### src/rtl/acia_pkg.sv
// Shared types and constants for the ACIA transmit path: FSM states, command/control
// word field positions, word-length, parity and stop-length encodings.
package acia_pkg;

  typedef enum logic [2:0] {
    ST_IDLE   = 3'd0,
    ST_START  = 3'd1,
    ST_DATA   = 3'd2,
    ST_PARITY = 3'd3,
    ST_STOP   = 3'd4,
    ST_BREAK  = 3'd5
  } tx_state_e;

  typedef enum logic [1:0] {
    STOP_ONE      = 2'd0,
    STOP_ONE_HALF = 2'd1,
    STOP_TWO      = 2'd2
  } stop_len_e;

  // data_cmd field positions
  localparam int CMD_DTR      = 0;
  localparam int CMD_TXC_LO   = 2;
  localparam int CMD_TXC_HI   = 3;
  localparam int CMD_PAR_EN   = 5;
  localparam int CMD_PMODE_LO = 6;
  localparam int CMD_PMODE_HI = 7;

  // data_ctrl field positions
  localparam int CTRL_WL_LO = 5;
  localparam int CTRL_WL_HI = 6;
  localparam int CTRL_STOP  = 7;

  localparam logic [1:0] TXC_IRQ   = 2'b01;
  localparam logic [1:0] TXC_BREAK = 2'b11;

  localparam logic [1:0] WL_8 = 2'b00;
  localparam logic [1:0] WL_7 = 2'b01;
  localparam logic [1:0] WL_6 = 2'b10;
  localparam logic [1:0] WL_5 = 2'b11;

  localparam logic [1:0] PAR_ODD   = 2'b00;
  localparam logic [1:0] PAR_EVEN  = 2'b01;
  localparam logic [1:0] PAR_MARK  = 2'b10;
  localparam logic [1:0] PAR_SPACE = 2'b11;

  // Two-stop selection shortens to 1.5 for 5N and to 1 for 8-bit with parity.
  function automatic stop_len_e stop_decode(input logic stop_sel,
                                            input logic [1:0] wl,
                                            input logic par_en);
    stop_len_e len;
    if (!stop_sel)
      len = STOP_ONE;
    else if (wl == WL_5 && !par_en)
      len = STOP_ONE_HALF;
    else if (wl == WL_8 && par_en)
      len = STOP_ONE;
    else
      len = STOP_TWO;
    return len;
  endfunction

endpackage

### src/rtl/acia_bit_timer.sv
// Counts baud ticks over one bit period (full or half length) and strobes
// bit_done on the tick that completes it; the count restarts automatically.
module acia_bit_timer #(
  parameter int TICKS_PER_BIT = 16
) (
  input  logic clk,
  input  logic srst,
  input  logic enable,
  input  logic tick,
  input  logic half,
  output logic bit_done
);

  localparam int CW = (TICKS_PER_BIT > 2) ? $clog2(TICKS_PER_BIT) : 1;

  logic [CW-1:0] cnt_reg, cnt_next;
  logic [CW-1:0] last_cnt;

  assign last_cnt = half ? CW'(TICKS_PER_BIT / 2 - 1) : CW'(TICKS_PER_BIT - 1);

  always_comb begin
    cnt_next = cnt_reg;
    bit_done = 1'b0;
    if (!enable) begin
      cnt_next = '0;
    end else if (tick) begin
      if (cnt_reg == last_cnt) begin
        bit_done = 1'b1;
        cnt_next = '0;
      end else begin
        cnt_next = cnt_reg + 1'b1;
      end
    end
  end

  always_ff @(posedge clk) begin
    if (srst)
      cnt_reg <= '0;
    else
      cnt_reg <= cnt_next;
  end

endmodule

### src/rtl/acia_tx.sv
// 6551-style serial transmitter: double-buffered holding/shift registers, frame
// FSM with optional parity, 1/1.5/2 stop bits and a break state.
module acia_tx
  import acia_pkg::*;
#(
  parameter int TICKS_PER_BIT = 16
) (
  input  logic       clock_uc,
  input  logic       reset_uc,
  input  logic       baud_tick,
  input  logic       load,
  input  logic [7:0] data_txd,
  input  logic [7:0] data_cmd,
  input  logic [7:0] data_ctrl,
  input  logic       _cts,
  output logic       txd,
  output logic       tdre,
  output logic       busy,
  output logic       int_tx
);

  tx_state_e  state_reg, state_next;
  logic [7:0] hold_reg, hold_next;
  logic [7:0] shift_reg, shift_next;
  logic       tdre_reg, tdre_next;
  logic       txd_reg, txd_next;
  logic [2:0] bit_cnt_reg, bit_cnt_next;
  logic       par_acc_reg, par_acc_next;
  logic [1:0] wl_reg, wl_next;
  logic       par_en_reg, par_en_next;
  logic [1:0] pmode_reg, pmode_next;
  stop_len_e  stop_reg, stop_next;

  logic       bit_done;
  logic       timer_en;
  logic       timer_half;
  logic       start_ok;
  logic       start_xfer;
  logic       parity_bit;
  logic [2:0] last_idx;
  logic       stop_last;
  logic       unused_bits;

  assign unused_bits = ^{data_ctrl[4:0], data_cmd[4], data_cmd[1]};

  assign start_ok = !tdre_reg && data_cmd[CMD_DTR] && !_cts && baud_tick;

  // Word-length code 00..11 maps to last data bit index 7..4.
  assign last_idx  = 3'd7 - {1'b0, wl_reg};
  assign stop_last = (stop_reg != STOP_ONE);

  assign timer_en   = (state_reg == ST_START) || (state_reg == ST_DATA) ||
                      (state_reg == ST_PARITY) || (state_reg == ST_STOP);
  assign timer_half = (state_reg == ST_STOP) && (bit_cnt_reg == 3'd1) &&
                      (stop_reg == STOP_ONE_HALF);

  always_comb begin
    case (pmode_reg)
      PAR_ODD:   parity_bit = ~par_acc_reg;
      PAR_EVEN:  parity_bit = par_acc_reg;
      PAR_MARK:  parity_bit = 1'b1;
      PAR_SPACE: parity_bit = 1'b0;
      default:   parity_bit = 1'b1;
    endcase
  end

  acia_bit_timer #(
    .TICKS_PER_BIT(TICKS_PER_BIT)
  ) u_bit_timer (
    .clk     (clock_uc),
    .srst    (reset_uc),
    .enable  (timer_en),
    .tick    (baud_tick),
    .half    (timer_half),
    .bit_done(bit_done)
  );

  always_comb begin
    state_next   = state_reg;
    hold_next    = hold_reg;
    shift_next   = shift_reg;
    tdre_next    = tdre_reg;
    txd_next     = txd_reg;
    bit_cnt_next = bit_cnt_reg;
    par_acc_next = par_acc_reg;
    wl_next      = wl_reg;
    par_en_next  = par_en_reg;
    pmode_next   = pmode_reg;
    stop_next    = stop_reg;
    start_xfer   = 1'b0;

    case (state_reg)
      ST_IDLE: begin
        if (baud_tick && data_cmd[CMD_TXC_HI:CMD_TXC_LO] == TXC_BREAK) begin
          state_next = ST_BREAK;
          txd_next   = 1'b0;
        end else if (start_ok) begin
          start_xfer = 1'b1;
        end
      end
      ST_START: begin
        if (bit_done) begin
          state_next   = ST_DATA;
          txd_next     = shift_reg[0];
          par_acc_next = par_acc_reg ^ shift_reg[0];
          shift_next   = {1'b0, shift_reg[7:1]};
          bit_cnt_next = 3'd0;
        end
      end
      ST_DATA: begin
        if (bit_done) begin
          if (bit_cnt_reg == last_idx) begin
            bit_cnt_next = 3'd0;
            if (par_en_reg) begin
              state_next = ST_PARITY;
              txd_next   = parity_bit;
            end else begin
              state_next = ST_STOP;
              txd_next   = 1'b1;
            end
          end else begin
            bit_cnt_next = bit_cnt_reg + 3'd1;
            txd_next     = shift_reg[0];
            par_acc_next = par_acc_reg ^ shift_reg[0];
            shift_next   = {1'b0, shift_reg[7:1]};
          end
        end
      end
      ST_PARITY: begin
        if (bit_done) begin
          state_next   = ST_STOP;
          txd_next     = 1'b1;
          bit_cnt_next = 3'd0;
        end
      end
      ST_STOP: begin
        if (bit_done) begin
          if (bit_cnt_reg[0] == stop_last) begin
            if (start_ok)
              start_xfer = 1'b1;
            else
              state_next = ST_IDLE;
          end else begin
            bit_cnt_next = bit_cnt_reg + 3'd1;
          end
        end
      end
      ST_BREAK: begin
        if (baud_tick && data_cmd[CMD_TXC_HI:CMD_TXC_LO] != TXC_BREAK) begin
          state_next = ST_IDLE;
          txd_next   = 1'b1;
        end
      end
      default: begin
        state_next = ST_IDLE;
        txd_next   = 1'b1;
      end
    endcase

    // Frame format is frozen here so mid-frame command changes wait a frame.
    if (start_xfer) begin
      state_next   = ST_START;
      shift_next   = hold_reg;
      tdre_next    = 1'b1;
      txd_next     = 1'b0;
      bit_cnt_next = 3'd0;
      par_acc_next = 1'b0;
      wl_next      = data_ctrl[CTRL_WL_HI:CTRL_WL_LO];
      par_en_next  = data_cmd[CMD_PAR_EN];
      pmode_next   = data_cmd[CMD_PMODE_HI:CMD_PMODE_LO];
      stop_next    = stop_decode(data_ctrl[CTRL_STOP],
                                 data_ctrl[CTRL_WL_HI:CTRL_WL_LO],
                                 data_cmd[CMD_PAR_EN]);
    end

    // A load racing the start transfer wins the holding register and tdre.
    if (load) begin
      hold_next = data_txd;
      tdre_next = 1'b0;
    end
  end

  always_ff @(posedge clock_uc) begin
    if (reset_uc) begin
      state_reg   <= ST_IDLE;
      hold_reg    <= 8'h00;
      shift_reg   <= 8'h00;
      tdre_reg    <= 1'b1;
      txd_reg     <= 1'b1;
      bit_cnt_reg <= 3'd0;
      par_acc_reg <= 1'b0;
      wl_reg      <= WL_8;
      par_en_reg  <= 1'b0;
      pmode_reg   <= PAR_ODD;
      stop_reg    <= STOP_ONE;
    end else begin
      state_reg   <= state_next;
      hold_reg    <= hold_next;
      shift_reg   <= shift_next;
      tdre_reg    <= tdre_next;
      txd_reg     <= txd_next;
      bit_cnt_reg <= bit_cnt_next;
      par_acc_reg <= par_acc_next;
      wl_reg      <= wl_next;
      par_en_reg  <= par_en_next;
      pmode_reg   <= pmode_next;
      stop_reg    <= stop_next;
    end
  end

  assign txd    = txd_reg;
  assign tdre   = tdre_reg;
  assign busy   = (state_reg != ST_IDLE);
  assign int_tx = tdre_reg & data_cmd[CMD_DTR] &
                  (data_cmd[CMD_TXC_HI:CMD_TXC_LO] == TXC_IRQ);

endmodule

### config.mk
export PLATFORM = sky130hd
export DESIGN_NAME = acia_tx
export DESIGN_NICKNAME = d
export VERILOG_FILES = /design/src/rtl/acia_pkg.sv /design/src/rtl/acia_bit_timer.sv /design/src/rtl/acia_tx.sv
export SDC_FILE = /design/constraint.sdc
export NUM_CORES = 1
export LEC_CHECK = 0
export ABC_AREA = 0
export CORE_MARGIN = 2
export CORE_UTILIZATION = 40
export DETAILED_ROUTE_END_ITERATION = 8
export PLACE_DENSITY = 0.75
export RECOVER_POWER = 100
export SETUP_SLACK_MARGIN = 0.3
export SYNTH_ARGS = -nofsm -noshare
export SYNTH_HDL_FRONTEND = slang
export SYNTH_SLANG_ARGS = --single-unit
### constraint.sdc
create_clock -name clock_uc -period 2.4 [get_ports clock_uc]
set_clock_uncertainty 0.1 [all_clocks]
set_input_delay 0.36 -clock clock_uc [delete_from_list [all_inputs] [get_ports clock_uc]]
set_output_delay 0.36 -clock clock_uc [all_outputs]
set_load 0.005 [all_outputs]
Word-level counts from Yosys, hierarchy flattened

Index checks and enable logic that the tools add are counted.

Bits in registers: 36
Latch bits: 0
RAM bits: 0
Memory bits (read-only): 0
Input bits: 29
Output and inout port bits: 4
Word-level logic and storage cells: 146
Memories kept: 0

$add $sub $neg: 3
Multiply operators: 0
Divide/modulo/power cells: 0
Magnitude comparators: 0
Equal/unequal tests: 40
Shift operators: 0
Multiplexer cells: 52
Bitwise operators: 5
Reductions and logical operators: 33

Operators by type and width:

| kind               | number |
|---|---|
| $mux 3             | 15 |
| $mux 8             | 4 |
| $ne 3x3->1 const B | 8 |
| $ne 2x2->1 const B | 11 |
| $mux 1             | 21 |
| $pmux 3 s6         | 1 |
| $reduce_and 9->1   | 2 |
| $pmux 8 s2         | 1 |
| $logic_and 1x1->1  | 9 |
| $pmux 3 s3         | 1 |
| $reduce_bool 3->1  | 3 |
| $eq 2x2->1 const B | 4 |
| $mux 4             | 2 |
| $reduce_and 4->1   | 2 |
| $eq 2x1->1 const B | 3 |
| $eq 3x1->1 const B | 2 |
| $eq 3x2->1 const B | 2 |
| $eq 3x3->1 const B | 2 |
| $mux 2             | 3 |
| $ne 2x1->1 const B | 3 |
| $ne 3x2->1 const B | 2 |
| $pmux 1 s6         | 1 |
| $reduce_and 6->1   | 1 |
| $reduce_bool 2->1  | 3 |
| 17 further kinds   | 27 |

Longest topological paths before layout

Gate-level depths: netlist of the first run.

Word-level depth: 12
Mapped depth: 9

Cells and area by module

From an unflattened synthesis of the first run, not the netlist that was laid out.

Cells, all modules: 218
Area total of the unflattened synthesis: 1864.3 sq um

By module, submodules not included:

| module         | times used | cells each | area an instance (sq um) | sequential area each (sq um) |
|---|---|---|---|---|
| acia_tx        | 1          | 198        | 1674.1                   | 640.6 |
| acia_bit_timer | 1          | 20         | 190.2                    | 80.1 |

Least setup slack after synthesis of the first run

OpenSTA, ideal clock, no wires.

Kind: reg2reg
Start point: reg state_reg[0]
End point: reg bit_cnt_reg[2]
Setup time: 115 ps
Data arrival time: 1827 ps
Data required time: 2185 ps
Setup slack: 359 ps
Cell stages (with the launch flop): 8
Buffers on the path: 1
Cells stage by stage: dfxtp_1 > buf_6 > or3b_4 > or3_4 > a221oi_4 > nand2_2 > xnor2_1 > and2_1

Cells in the longest elaborated chain, start to end: 11
Elaborated cells on any way between the ends: 26
Those cells by class: 9 x eq/ne; 7 x mux; 10 x reduce/logical

RTL lines:

| what                            | RTL line                                    | text |
|---|---|---|
| from (decl)                     | acia_tx.sv:22                               | `tx_state_e state_reg, state_next;` |
| from (signal assigned)          | acia_tx.sv:197                              | `state_reg <= state_next;` |
| $eq 3x3->1                      | acia_tx.sv:53, acia_tx.sv:54, acia_tx.sv:92 |  |
| $logic_and 1x1->1 (2 in series) | acia_tx.sv:54                               | `assign timer_half = (state_reg == ST_STOP) && (bit_cnt_reg == 3'd1) &&` |
| $mux 4                          | acia_bit_timer.sv:19                        | `assign last_cnt = half ? CW'(TICKS_PER_BIT / 2 - 1) : CW'(TICKS_PER_BIT - 1);` |
| $eq 4x4->1                      | acia_bit_timer.sv:27                        | `if (cnt_reg == last_cnt) begin` |
| $mux 1                          | acia_bit_timer.sv:27                        |  |
| $mux 1                          | acia_bit_timer.sv:26                        | `end else if (tick) begin` |
| $mux 1                          | acia_bit_timer.sv:24                        | `if (!enable) begin` |
| $mux 1                          | acia_tx.sv:137                              | `if (bit_done) begin` |
| $pmux 1 s2                      | acia_tx.sv:92                               | `case (state_reg)` |
| $reduce_or 2->1 (no line)       | -                                           |  |
| to (signal assigned)            | acia_tx.sv:202                              | `bit_cnt_reg <= bit_cnt_next;` |
| to (decl)                       | acia_tx.sv:27                               | `logic [2:0] bit_cnt_reg, bit_cnt_next;` |

Parallel ways exist; a longest one is shown, timed or not.
A chain may end at the register's enable or synchronous reset.

Worst setup path after layout of the first run

Start point: reg bit_cnt_reg[0]
End point: reg shift_reg[7]

Cells in the longest elaborated chain, start to end: 12
Elaborated cells on any way between the ends: 19
Those cells by class: 7 x eq/ne; 8 x mux; 4 x reduce/logical

RTL lines:

| what                                                      | RTL line             | text |
|---|---|---|
| $eq 3x1->1                                                | acia_tx.sv:54        |  |
| $logic_and 1x1->1 (2 in series)                           | acia_tx.sv:54        |  |
| $mux 4                                                    | acia_bit_timer.sv:19 |  |
| $eq 4x4->1                                                | acia_bit_timer.sv:27 |  |
| $mux 1                                                    | acia_bit_timer.sv:27 |  |
| $mux 1                                                    | acia_bit_timer.sv:26 |  |
| $mux 1                                                    | acia_bit_timer.sv:24 |  |
| $mux 1                                                    | acia_tx.sv:137       |  |
| $pmux 1 s2                                                | acia_tx.sv:92        |  |
| $ne 3x3->1 (no line) or $reduce_bool 3->1 (tied branches) | -                    |  |
| $reduce_and 4->1 (no line)                                | -                    |  |
| to (signal assigned)                                      | acia_tx.sv:199       | `shift_reg <= shift_next;` |
| to (decl)                                                 | acia_tx.sv:24        | `logic [7:0] shift_reg, shift_next;` |

Parallel ways exist; a longest one is shown, timed or not.

==> qor.yml, run 1 <==
outcome:
  status: "finished, final reports clean"
critical_path:
  critPathLaunchType: "register"
  worst_ep_required_time_ns: 2.48
  path_class: "reg -> reg"
  critPathCaptureType: "register"
  regToRegStartpoint: "bit_cnt_reg[0]"
  cp_slowest_cell: "dfxtp_1"
  max_stage_delay_ns: 0.43
  crit_chain: "ha_4 > nand4bb_4 > mux2_4 > o31a_1 > nand2_1 > nand2_1 > a31o_2"
  critical_path_arrival_ns: 2.22
  path_common_cell: "nand2_1"
  crit_fanout: 7
  timing.critical_path.from: "bit_cnt_reg[0]"
sta:
  tightest_slew_ns: 0.526
  slew_viol_final: 0
  max_freq_mhz: 467
  finalSetupTns_ns: 0
  finalSetupViolations: 0
  slew_headroom_pct: 64.8
  hold_viol: 0
  finalCriticalPeriod_ns: 2.14
  finalCritPeriodShare_pct: 89.3
  rsz0062_at_grt: "true"
pwr:
  powerDensity_nw_per_um2: 655
  ir_drop_v: 0.000259
  p_leak_nw: 1.10
global_route:
  grt-ovfl-total: 0
  grt_pass1_wl_um: 7460
  track_usage_pct: 18.2
  grt_pass1_vias: 1625
  antenna_found_initial: 0
  grt_max_degree: 18
clock_tree:
  cts-htree-levels: 2
  cts_root_buf: "clkbuf_8"
  cts_sinks: 36
  clk_latency_ns: 0.29
  clkTransAtPathRegs_ns: 0.07
  cts_hold_buf: 0
  clock_path_buffers: 2
  cts_buffers: 5
  cts_tree: "built"
drt:
  wl_um: 4480
  wl_per_cell_um: 14.3
  vias: 1733
  drc: 0
  via_per_inst: 5.54
  drt_iter0_markers: 132
  first_pass_iters: 4
  antenna_left: 0
synth:
  ys_top_cells_by_area: "dfxtp_1 38%, mux2i_1 7.5%, nor2_1 5.0%"
  yosysTopAreaCell: "dfxtp_1"
  synthArstFlopShare_pct: 0
  ys.flop_type: "dfxtp_1"
  yosys-top-cells-count: "36 x dfxtp_1, 25 x nor2_1, 22 x nand2_1, 14 x mux2i_1, 11 x a21oi_1"
  post_synth.cell_area_avg_um2: 8.65
  synthMostInstantiatedCell: "dfxtp_1"
  syn-num-nets: 249
  synthesis.area_um2: 1880
  syn_inst: 217
  netlist.area_leader.share_pct: 38.4
  synth_edf_count: 0
  ys_ff_latch: 36
  ys_seq_area_share_pct: 38.4
  ys_types: 52
  yosys_warnings: 0
finish:
  drive_gt1_share_pct: 22.6
  num_antenna_cells: 0
  nets: 292
  multiInputGateArea_um2: 1220
  nFillCells: 411
  final_cells: 313
  seqCellArea_um2: 729
  syn2layout_area_growth_pct: 35.4
die:
  die_area_um2: 5260
  dieHeight_um: 72.5
  fp.dieW_um: 72.5
  core_area_um2: 4440
  rows: 24
  initial_core_util_pct: 42.3
  io_pins: 33
worst_hold_path:
  worstHoldStart: "shift_reg[4]"
  worstHoldPathType: "reg -> reg"
placed_design:
  hpwl_um: 2890
  routabilityCongestion: 0.867
  dp.cells: 298
  numPortBuffers: 25
run:
  maxCapViolCount: 0
[through the flow]
stage	setup slack, ns	hold slack [ns]	instance area [um2]	utilization (%)	power, mW
2_1_floorplan	0.359	0.338	1880	-	1.02
3_3_place_gp	-0.0842	0.346	2260	50.8	1.19
3_5_place_dp	-0.0863	0.351	2260	50.8	1.19
4_1_cts	0.313	0.374	2510	56.5	1.65
5_1_grt	0.150	0.401	2540	57.2	1.77
6_report	0.257	0.374	2540	57.2	1.67
[placed cells by master, fill, tap and decap left out, types with 4 or more instances in the layout]
cell | synthesis | layout
o21ai_0 | 6 | 6
a22oi_1 | 7 | 6
dlygate4sd3_1 | 0 | 5
clkbuf_1 | 7 | 4
nor2_1 | 25 | 24
mux2i_1 | 14 | 14
clkbuf_8 | 0 | 6
nand2_1 | 22 | 21
buf_4 | 0 | 18
o22ai_2 | 0 | 7
a21oi_1 | 11 | 10
dfxtp_1 | 36 | 31
nand4_1 | 4 | 4
nand3_1 | 7 | 7
xor2_1 | 6 | 6
dfxtp_2 | 0 | 4
and2_1 | 5 | 4
clkdlybuf4s50_1 | 0 | 17
[critical path, delay by kind of cell (launching register included)]
kind / cells / cell delay, ns
adder cells (fa/ha/maj): 1 / 0.18
AO/OA/AOI/OAI: 2 / 0.60
flip-flops: 1 / 0.43
AND/OR/NAND/NOR: 3 / 0.40
multiplexers: 1 / 0.32
[cell families after synthesis]
kind of cell	Yosys count	share of synthesized area, %
compound gates	54	20.4
xor+xnor	8	3.73
fa+ha+maj	3	2.00
buf+inv	16	3.80
flops	36	38.4
mux	16	8.66
simple gates	84	23.1
[repair_timing]
item                                    in CTS  in global routing
endpoints found under the setup margin      20                 24
resized for setup                           24                 15
cloned                                       0                  0
setup buffers                                6                  1
pin swaps                                    9                  8
[per-layer routing]
| layer | wire, um | GRT usage, % | part of all wire (%) |
|---|---|---|---|
| met5 | 0 | 0 | 0 |
| met4 | 119 | 10.3 | 2.7 |
| met3 | 248 | 4.17 | 5.5 |
| met2 | 2010 | 27.9 | 45 |
| met1 | 2100 | 23.4 | 47 |
[worst paths after layout]
path	to	cells after the start	slack (ns)
setup / recovery	shift_reg[7]	7	0.26
hold / removal	shift_reg[4]	2	0.37
setup reg to reg	shift_reg[7]	7	0.26
hold reg to reg	shift_reg[4]	2	0.37
[final cells by class]
| class | count | share of cell area [%] |
|---|---|---|
| Sequential cell | 36 | 28.7 |
| Tap cell | 52 | 2.56 |
| Clock buffer | 8 | 3.54 |
| Inverter | 4 | 0.590 |
| Timing Repair Buffer | 48 | 16.8 |
| Multi-Input combinational cell | 165 | 47.9 |
[power breakdown]
part | internal, mW | total, mW | switching (mW)
combinational | 0.264 | 0.535 | 0.271
sequential | 0.649 | 0.690 | 0.0411
clock | 0.234 | 0.441 | 0.207
total | 1.15 | 1.67 | 0.519
Power figures use the tool's default switching activity.
==> inputs of run 2 (changes only) <==
--- a/config.mk
+++ b/config.mk
@@ -9,9 +9,11 @@
 export CORE_MARGIN = 2
 export CORE_UTILIZATION = 40
 export DETAILED_ROUTE_END_ITERATION = 8
+export MAX_ROUTING_LAYER = met4
 export PLACE_DENSITY = 0.75
 export RECOVER_POWER = 100
 export SETUP_SLACK_MARGIN = 0.3
+export SLEW_MARGIN = 20
 export SYNTH_ARGS = -nofsm -noshare
 export SYNTH_HDL_FRONTEND = slang
 export SYNTH_SLANG_ARGS = --single-unit
==> run 2 against run 1 <==
Compared with the run above:
- first-iteration DRC count grew 2.3%
- flip-flop and latch count stayed put
- non-clock buffer count is the same
- utilization stayed put
- maximum frequency about the same
- register-to-register slack about the same
- global-route usage increased by 0.53 points
- worst setup slack about the same
- final area unchanged
==> qor.yml, run 2 (same netlist as run 1, synthesis figures left out) <==
drt:
  wl_per_cell_um: 14.2  # -0.49%
  vias: 1721  # -0.69%
  first_pass_iters: 4  # unchanged
  via_per_inst: 5.50  # -0.69%
  drt_iter0_markers: 135  # +2.3%
  drc: 0  # unchanged
  wl_um: 4450  # -0.49%
  antenna_left: 0  # unchanged
placed_design:
  hpwl_um: 2890  # unchanged
  numPortBuffers: 25  # unchanged
  placed_area_um2: 2260  # unchanged
  routabilityCongestion: 0.882  # +1.6%
  dp.cells: 298  # unchanged
critical_path:
  path_class: "in -> out"
  critPathLaunchType: "primary input"
  max_stage_delay_ns: 0.58  # +0.15 ns
  crit_fanout: 4  # -3
  critical_path_arrival_ns: 1.68  # -0.54 ns
  critPathCaptureType: "primary output"
  worst_ep_required_time_ns: 1.94  # -0.54 ns
  crit_chain: "dlygate4sd3_1 > and4b_1 > clkdlybuf4s50_1"
  cp_slowest_cell: "dlygate4sd3_1"
die:
  fp.dieW_um: 72.5  # unchanged
  dieHeight_um: 72.5  # unchanged
  initial_core_util_pct: 42.3  # unchanged
  core_area_um2: 4440  # unchanged
  die_area_um2: 5260  # unchanged
  rows: 24  # unchanged
  io_pins: 33  # unchanged
sta:
  max_freq_mhz: 467  # about the same
  fin_hold_ws_ns: 0.374  # +0.0000820 ns
  finalSetupViolations: 0  # unchanged
  finalSetupTns_ns: 0  # unchanged
  finalCritPeriodShare_pct: 89.3  # about the same
  hold_viol: 0  # unchanged
  tightest_slew_ns: 0.529  # +0.00223 ns
  slew_viol_final: 0  # unchanged
  finalCriticalPeriod_ns: 2.14  # -0.000102 ns
  slew_headroom_pct: 64.7  # -0.071 points
  rsz0062_at_grt: "true"
clock_tree:
  clock_path_buffers: 2  # unchanged
  cts_buffers: 5  # unchanged
  cts_sinks: 36  # unchanged
  cts_hold_buf: 0  # unchanged
  clkTransAtPathRegs_ns: 0.07  # about the same
  clk_latency_ns: 0.29  # about the same
  cts_root_buf: "clkbuf_8"
  cts-htree-levels: 2  # unchanged
  cts_tree: "built"
pwr:
  p_leak_nw: 1.10  # unchanged
  ir_drop_v: 0.000260  # about the same
  powerDensity_nw_per_um2: 655  # about the same
outcome:
  status: "finished, final reports clean"
finish:
  nets: 292  # unchanged
  syn2layout_area_growth_pct: 35.4  # unchanged
  drive_gt1_share_pct: 22.6  # unchanged
  num_antenna_cells: 0  # unchanged
  final_util_pct: 57.2  # unchanged
  final_cells: 313  # unchanged
  final_common_cell: "dfxtp_1"
  design_area_um2: 2540  # unchanged
  mostFrequentLayoutCells: "31 x dfxtp_1, 24 x nor2_1, 21 x nand2_1"
global_route:
  grt_pass1_wl_um: 7450  # about the same
  antenna_found_initial: 0  # unchanged
  grt-ovfl-total: 0  # unchanged
  track_usage_pct: 18.7  # +0.53 points
  grt_pass1_vias: 1626  # +0.062%
  grt_max_degree: 18  # unchanged
worst_hold_path:
  worstHoldPathType: "reg -> reg"
run:
  maxCapViolCount: 0  # unchanged
## run 2: cell counts in the layout (fill, tap and decap cells not counted)
Identical to the previous run, type by type.
## run 2: stage by stage
step                      power [mW]  setup WS [ns]
after floorplan                 1.02          0.359
after global placement          1.19        -0.0842
after detailed placement        1.19        -0.0863
after CTS                       1.65          0.313
after global routing            1.77          0.150
final                           1.67          0.257
## run 2: report_power, final
part           internal, mW  switching [mW]
registers             0.649          0.0409
logic                 0.264           0.270
clock network         0.234           0.208
## run 2: metal layers
metal / vias up / share of wire [%] / global-route usage [%]
li1: 867 / - / -
met1: 805 / 47 / 23.4
met2: 42 / 46 / 27.9
met3: 7 / 4.7 / 4.17
met4: 0 / 2.2 / 10.3
met5: - / 0 / -
## run 2: area by class of cell
| cell class | count | area [um2] |
|---|---|---|
| multi-input combinational | 165 | 1220 |
| timing repair buffer | 48 | 427 |
| tap | 52 | 65.1 |
| fill | 411 | 1900 |
| inverter | 4 | 15.0 |
| clock buffer | 8 | 90.1 |
| sequential | 36 | 729 |
## run 2: worst paths after layout
path,startpoint,cells after the start,to,slack (ns)
worst max-delay path,data_cmd[3],3,int_tx,0.26
worst min-delay path,shift_reg[2],2,shift_reg[2],0.37
worst max register to register,bit_cnt_reg[0],7,shift_reg[7],0.26
worst min register to register,shift_reg[2],2,shift_reg[2],0.37
## run 2: worst max-delay path: cells and delay by family
kind | cells | cell delay, ns
simple gates | 1 | 0.25
buf+inv | 2 | 1.07
## run 2: what timing repair did
item                       CTS  global route
gates cloned                 0             0
setup endpoints to repair   20            24
resized for setup           24            15
pin swaps                    9             8
setup buffers                6             1
